File: config.mk
export PLATFORM = sky130hd
export DESIGN_NAME = bm_conv_fetch
export DESIGN_NICKNAME = d
export VERILOG_FILES = /design/src/rtl/bm_conv_fetch.sv
export SDC_FILE = /design/constraint.sdc
export NUM_CORES = 1
export LEC_CHECK = 0
export CAP_MARGIN = 20
export CORE_MARGIN = 8
export CORE_UTILIZATION = 60
export DETAILED_ROUTE_END_ITERATION = 7
export HOLD_SLACK_MARGIN = 0.06
export PLACE_DENSITY = 0.79
export SYNTH_ARGS = -nofsm -noshare
export SYNTH_HDL_FRONTEND = slang
export SYNTH_SLANG_ARGS = --single-unit
File: constraint.sdc
create_clock -name clk -period 4.7 [get_ports clk]
set_clock_uncertainty 0.15 [all_clocks]
set_input_delay 0.94 -clock clk [delete_from_list [all_inputs] [get_ports clk]]
set_output_delay 0.94 -clock clk [all_outputs]
set_load 0.005 [all_outputs]
File: src/rtl/bm_conv_fetch.sv
// Conv-side bias fetch sequencer: issues credit-limited sequential BM reads,
// buffers the fixed-latency returns and streams them out over valid/ready.
`timescale 1ns/1ps
`ifndef BM_DEPTH
`define BM_DEPTH 256
`endif
`ifndef BM_DATA_WIDTH
`define BM_DATA_WIDTH 32
`endif
`ifndef BM_NUM_PIPE
`define BM_NUM_PIPE 2
`endif

module bm_conv_fetch #(
    parameter int ADDR_W     = $clog2(`BM_DEPTH),
    parameter int DATA_W     = `BM_DATA_WIDTH,
    parameter int RD_LAT     = `BM_NUM_PIPE + 3,
    parameter int FIFO_DEPTH = 16,
    parameter int LEN_W      = 16
) (
    input  logic              clk,
    input  logic              rst,
    input  logic              start,
    input  logic [ADDR_W-1:0] base_addr,
    input  logic [LEN_W-1:0]  n_words,
    output logic              busy,
    output logic              done,
    output logic              err,
    output logic              rd_en_conv,
    output logic [ADDR_W-1:0] rd_addr_conv,
    input  logic [DATA_W-1:0] dout_conv,
    input  logic              dout_vld_conv,
    output logic [DATA_W-1:0] m_data,
    output logic              m_valid,
    input  logic              m_ready
);

    localparam int PTR_W = $clog2(FIFO_DEPTH);
    localparam int CNT_W = PTR_W + 1;
    localparam int SUM_W = CNT_W + 1;
    localparam int FL_W  = $clog2(RD_LAT + 1);

    typedef enum logic [1:0] {FLUSH, IDLE, ISSUE, DRAIN} state_t;

    state_t            state_q, state_d;
    logic [FL_W-1:0]   flush_cnt_q, flush_cnt_d;
    logic [ADDR_W-1:0] addr_q, addr_d;
    logic [LEN_W-1:0]  issue_left_q, issue_left_d;
    logic [LEN_W-1:0]  accept_left_q, accept_left_d;
    logic [CNT_W-1:0]  outstanding_q, outstanding_d;
    logic [CNT_W-1:0]  fifo_count_q, fifo_count_d;
    logic [PTR_W-1:0]  wr_ptr_q, wr_ptr_d;
    logic [PTR_W-1:0]  rd_ptr_q, rd_ptr_d;
    logic              rd_en_q, rd_en_d;
    logic [ADDR_W-1:0] rd_addr_q, rd_addr_d;
    logic              done_q, done_d;
    logic              err_q, err_d;
    logic [DATA_W-1:0] mem_q [FIFO_DEPTH];

    logic              in_flush, push, stray, pop, issue, bursting;
    logic [SUM_W-1:0]  inflight;

    always_comb begin
        state_d       = state_q;
        flush_cnt_d   = flush_cnt_q;
        addr_d        = addr_q;
        issue_left_d  = issue_left_q;
        accept_left_d = accept_left_q;
        outstanding_d = outstanding_q;
        fifo_count_d  = fifo_count_q;
        wr_ptr_d      = wr_ptr_q;
        rd_ptr_d      = rd_ptr_q;
        rd_addr_d     = rd_addr_q;
        rd_en_d       = 1'b0;
        done_d        = 1'b0;

        in_flush = (state_q == FLUSH);
        push     = dout_vld_conv && !in_flush && (outstanding_q != '0);
        stray    = dout_vld_conv && !in_flush && (outstanding_q == '0);
        pop      = (fifo_count_q != '0) && m_ready;
        bursting = (state_q == ISSUE) || (state_q == DRAIN);
        // Reserve a FIFO slot for every read still in the BM pipe.
        inflight = SUM_W'(fifo_count_q) + SUM_W'(outstanding_q);
        issue    = (state_q == ISSUE) && (issue_left_q != '0) &&
                   (inflight < SUM_W'(FIFO_DEPTH));
        err_d    = err_q | stray;

        unique case (state_q)
            FLUSH: begin
                if (flush_cnt_q == FL_W'(RD_LAT - 1)) state_d = IDLE;
                else flush_cnt_d = flush_cnt_q + FL_W'(1);
            end
            IDLE: begin
                if (start && !done_q) begin
                    addr_d        = base_addr;
                    issue_left_d  = n_words;
                    accept_left_d = n_words;
                    if (n_words == '0) done_d = 1'b1;
                    else state_d = ISSUE;
                end
            end
            ISSUE: begin
                if (issue) begin
                    rd_en_d      = 1'b1;
                    rd_addr_d    = addr_q;
                    addr_d       = addr_q + ADDR_W'(1);
                    issue_left_d = issue_left_q - LEN_W'(1);
                    if (issue_left_q == LEN_W'(1)) state_d = DRAIN;
                end
            end
            DRAIN: begin
            end
        endcase

        if (pop && bursting && (accept_left_q != '0)) begin
            accept_left_d = accept_left_q - LEN_W'(1);
            if (accept_left_q == LEN_W'(1)) begin
                done_d  = 1'b1;
                state_d = IDLE;
            end
        end

        unique case ({issue, push})
            2'b10:   outstanding_d = outstanding_q + CNT_W'(1);
            2'b01:   outstanding_d = outstanding_q - CNT_W'(1);
            default: outstanding_d = outstanding_q;
        endcase

        unique case ({push, pop})
            2'b10:   fifo_count_d = fifo_count_q + CNT_W'(1);
            2'b01:   fifo_count_d = fifo_count_q - CNT_W'(1);
            default: fifo_count_d = fifo_count_q;
        endcase

        if (push) wr_ptr_d = wr_ptr_q + PTR_W'(1);
        if (pop)  rd_ptr_d = rd_ptr_q + PTR_W'(1);
    end

    always_ff @(posedge clk) begin
        if (rst) begin
            state_q       <= FLUSH;
            flush_cnt_q   <= '0;
            addr_q        <= '0;
            issue_left_q  <= '0;
            accept_left_q <= '0;
            outstanding_q <= '0;
            fifo_count_q  <= '0;
            wr_ptr_q      <= '0;
            rd_ptr_q      <= '0;
            rd_en_q       <= 1'b0;
            rd_addr_q     <= '0;
            done_q        <= 1'b0;
            err_q         <= 1'b0;
        end else begin
            state_q       <= state_d;
            flush_cnt_q   <= flush_cnt_d;
            addr_q        <= addr_d;
            issue_left_q  <= issue_left_d;
            accept_left_q <= accept_left_d;
            outstanding_q <= outstanding_d;
            fifo_count_q  <= fifo_count_d;
            wr_ptr_q      <= wr_ptr_d;
            rd_ptr_q      <= rd_ptr_d;
            rd_en_q       <= rd_en_d;
            rd_addr_q     <= rd_addr_d;
            done_q        <= done_d;
            err_q         <= err_d;
        end
    end

    always_ff @(posedge clk) begin
        if (!rst && push) mem_q[wr_ptr_q] <= dout_conv;
    end

    assign busy         = (state_q != IDLE);
    assign done         = done_q;
    assign err          = err_q;
    assign rd_en_conv   = rd_en_q;
    assign rd_addr_conv = rd_addr_q;
    assign m_valid      = (fifo_count_q != '0);
    assign m_data       = mem_q[rd_ptr_q];

endmodule

==> run_results.csv <==
group,metric,value,unit
layout,nFillCells,2365,
floorplan,core,38740,sq um
sta,rsz0062_at_grt,"false",
detailed_routing,drt_iter0_drc,1262,
layout,regArea,16950,sq um
grt,grt_overflow_total,0,
sta,fin_tns_setup,0,ns
pwr,power_density,388.6,nW/um^2
placement,dpl.hpwl,30850,um
detailed_routing,post_drt_wl_per_cell,28.32,um
sta,tightest_slew,1.074,ns
floorplan,chipHeight,214.2,um
detailed_routing,drt-total-wl,55450,um
sta,drv_slew,0,
layout,nets,1481,
sta,fin_crit,4.437,ns
grt,grt_pass1_wl,83840,um
synthesis,synth_cells,1253,
synthesis,synth_cell_types,68,
floorplan,design.die.area,45880,sq um
detailed_routing,drc_errors,0,
setup_path,worstPathRequired,3.61,ns
cts,cts_buffers,56,
synthesis,ys.flop_type,"edfxtp_1",
layout,areaGrowthSynthToFinish,16.65,%
detailed_routing,firstDrtPassIters,5,
cts,cts.path.max_buffers,3,
setup_path,crit_path_max_fanout,27,
placement,gp_congestion,0.8398,
sta,hold_viol,0,
floorplan,start_util,60.85,%
synthesis,synthesis.area,23570,sq um
run_status,status,"complete, no violations",
sta,max_freq,225.4,MHz
sta,min_period_over_period,94.40,%
cts,root_buffer,"clkbuf_16",
synthesis,synth_seq_area_share,71.85,%
detailed_routing,ant_nets,0,
detailed_routing,viasPerCell,6.559,
flow_run,cap_violations,0,
setup_path,crit_slowest_cell,"dfxtp_4",
synthesis,yosys_register_bits,590,
layout,diodes,0,
min_path,hold_class,"flip-flop to flip-flop",
cts,cts_sinks,590,
setup_path,slowest_delay,0.72,ns
setup_path,crit_arrival,3.35,ns
floorplan,io_pins,106,
setup_path,cpMostUsedCell,"mux4_2",
placement,port_buffers,105,
synthesis,syn_area_per_cell,18.81,sq um
layout,drive_above_1_share,22.64,%
floorplan,fp-row-count,72,
floorplan,die_w,214.2,um
setup_path,crit_path_end_kind,"output port",
cts,clkLatencyLatePin,0.60,ns
synthesis,synthesis.nets,1339,
grt,grt_pass1_vias,13173,
pwr,irDropWorstVdd,419.9,uV
pwr,p_leak,8.622,nW
setup_path,path_cells,"buf_4, mux4_2, mux4_2, clkdlybuf4s50_1",
sta,slew_headroom,27.89,%
cts,cts_tree,"yes",
setup_path,cp-start-kind,"flip-flop",
layout,multi_input_area,6434,sq um
layout,final_common_cell,"edfxtp_1",
setup_path,critical_path_class,"flip-flop to output port",
synthesis,ys_async_sr_fraction,0,%
layout,finalNonFillerCells,1958,
cts,hold_buffers,0,
grt,antenna_found_initial,1,
cts,h-tree-depth,2,
grt,grt_usage,24.10,%
cts,postCtsSetupRepairBufs,0,
placement,dp_cells,1855,
layout,mostFrequentLayoutCells,"512 x edfxtp_1, 160 x mux4_2, 104 x clkdlybuf4s50_1",
synthesis,synth-edff-count,512,
synthesis,ys_warn_count,0,
cts,post_cts_resized,0,
detailed_routing,dr_total_vias,12842,
grt,grt_max_degree,72,
cts,clkTransAtPathRegs,0.06,ns
sta,setup_violations,0,
==> cell usage after synthesis, types with 6 or more instances <==
cell type	count	area share, %
nand2b_1	6	0.16
o22ai_1	6	0.16
nor3_1	9	0.19
buf_1	6	0.096
xor2_1	10	0.37
a21oi_1	48	1.0
edfxtp_1	512	65
a31oi_1	10	0.27
ha_1	24	1.3
mux4_2	160	15
and3_1	7	0.19
a22oi_1	13	0.41
buf_2	14	0.30
o211ai_1	8	0.25
inv_1	11	0.18
o21ai_0	9	0.19
o21ai_1	7	0.15
nand3_1	14	0.30
o31ai_1	16	0.51
nand4_1	6	0.16
clkbuf_1	48	0.76
dfxtp_1	78	6.6
nor4_1	10	0.27
nor2_1	65	1.0
or3_1	10	0.27
o311ai_1	9	0.33
nand2_1	52	0.83
xnor2_1	6	0.22
==> report_power, final <==
group	total (W)	switching [W]	internal [W]
Sequential	0.00574	0.0000321	0.00571
Combinational	0.000442	0.000286	0.000157
Clock	0.00450	0.00192	0.00258
==> metal layers <==
layer  part of all wire (%)  track usage [%]  routed length [um]
met1                     39            31.67               21680
met2                     52            41.33               28850
met3                    6.4            3.766                3546
met4                    2.5            7.427                1359
met5                  0.023                0                  13
==> state kept, by name, indices dropped and copies added (netlist names), named ones only <==
name,count
mem_q,512
accept_left_q,16
issue_left_q,16
addr_q,8
rd_addr_conv,8
fifo_count_q,5
outstanding_q,5
rd_ptr_q,4
wr_ptr_q,4
flush_cnt_q,3
state_q,2
done,1
err,1
rd_en_conv,1
==> logic make-up (layout without fill, tap and decap cells) <==
family	after synthesis	count (layout)	share of synthesized area, %
flops	590	590	71.85
simple gates	210	210	4.549
compound gates	166	166	4.804
mux	164	164	15.46
buf+inv	82	269	1.380
fa+ha+maj	25	25	1.359
xor+xnor	16	16	0.5945
==> stage by stage <==
step	util [%]	total power (W)	hold WS, ns	setup slack (ns)	instance area (sq um)
after global placement	66.26	0.006271	0.3036	0.8956	25670
after detailed placement	66.26	0.006285	0.3027	0.8133	25670
after global routing	70.98	0.01098	0.3332	0.09047	27500
final	70.98	0.01068	0.3113	0.2632	27500
after floorplan	-	0.006104	0.2953	0.8626	23570
after CTS	70.98	0.01073	0.3149	0.1683	27500
==> layout make-up <==
cell class / instances / area share, %
tap: 518 / 2.357
multi-input combinational: 581 / 23.40
clock buffer: 64 / 5.361
inverter: 14 / 0.1911
sequential: 590 / 61.63
timing repair buffer: 152 / 5.770
clock inverter: 39 / 1.288
==> worst max-delay path: cells and delay by family (launching register included) <==
kind	cells	cell delay [ns]
mux	2	1.07
buf+inv	2	0.92
flops	1	0.72
==> worst paths after layout <==
path / from / end / slack (ns) / cells after the start
max: flip-flop / m_data[21] / 0.26 / 4
min: rd_addr_conv[7] / rd_addr_conv[7] / 0.31 / 2
max reg2reg: issue_left_q[0] / outstanding_q[4] / 0.74 / 15
min reg2reg: rd_addr_conv[7] / rd_addr_conv[7] / 0.31 / 2
No activity file was read; power rests on OpenSTA's default activity.
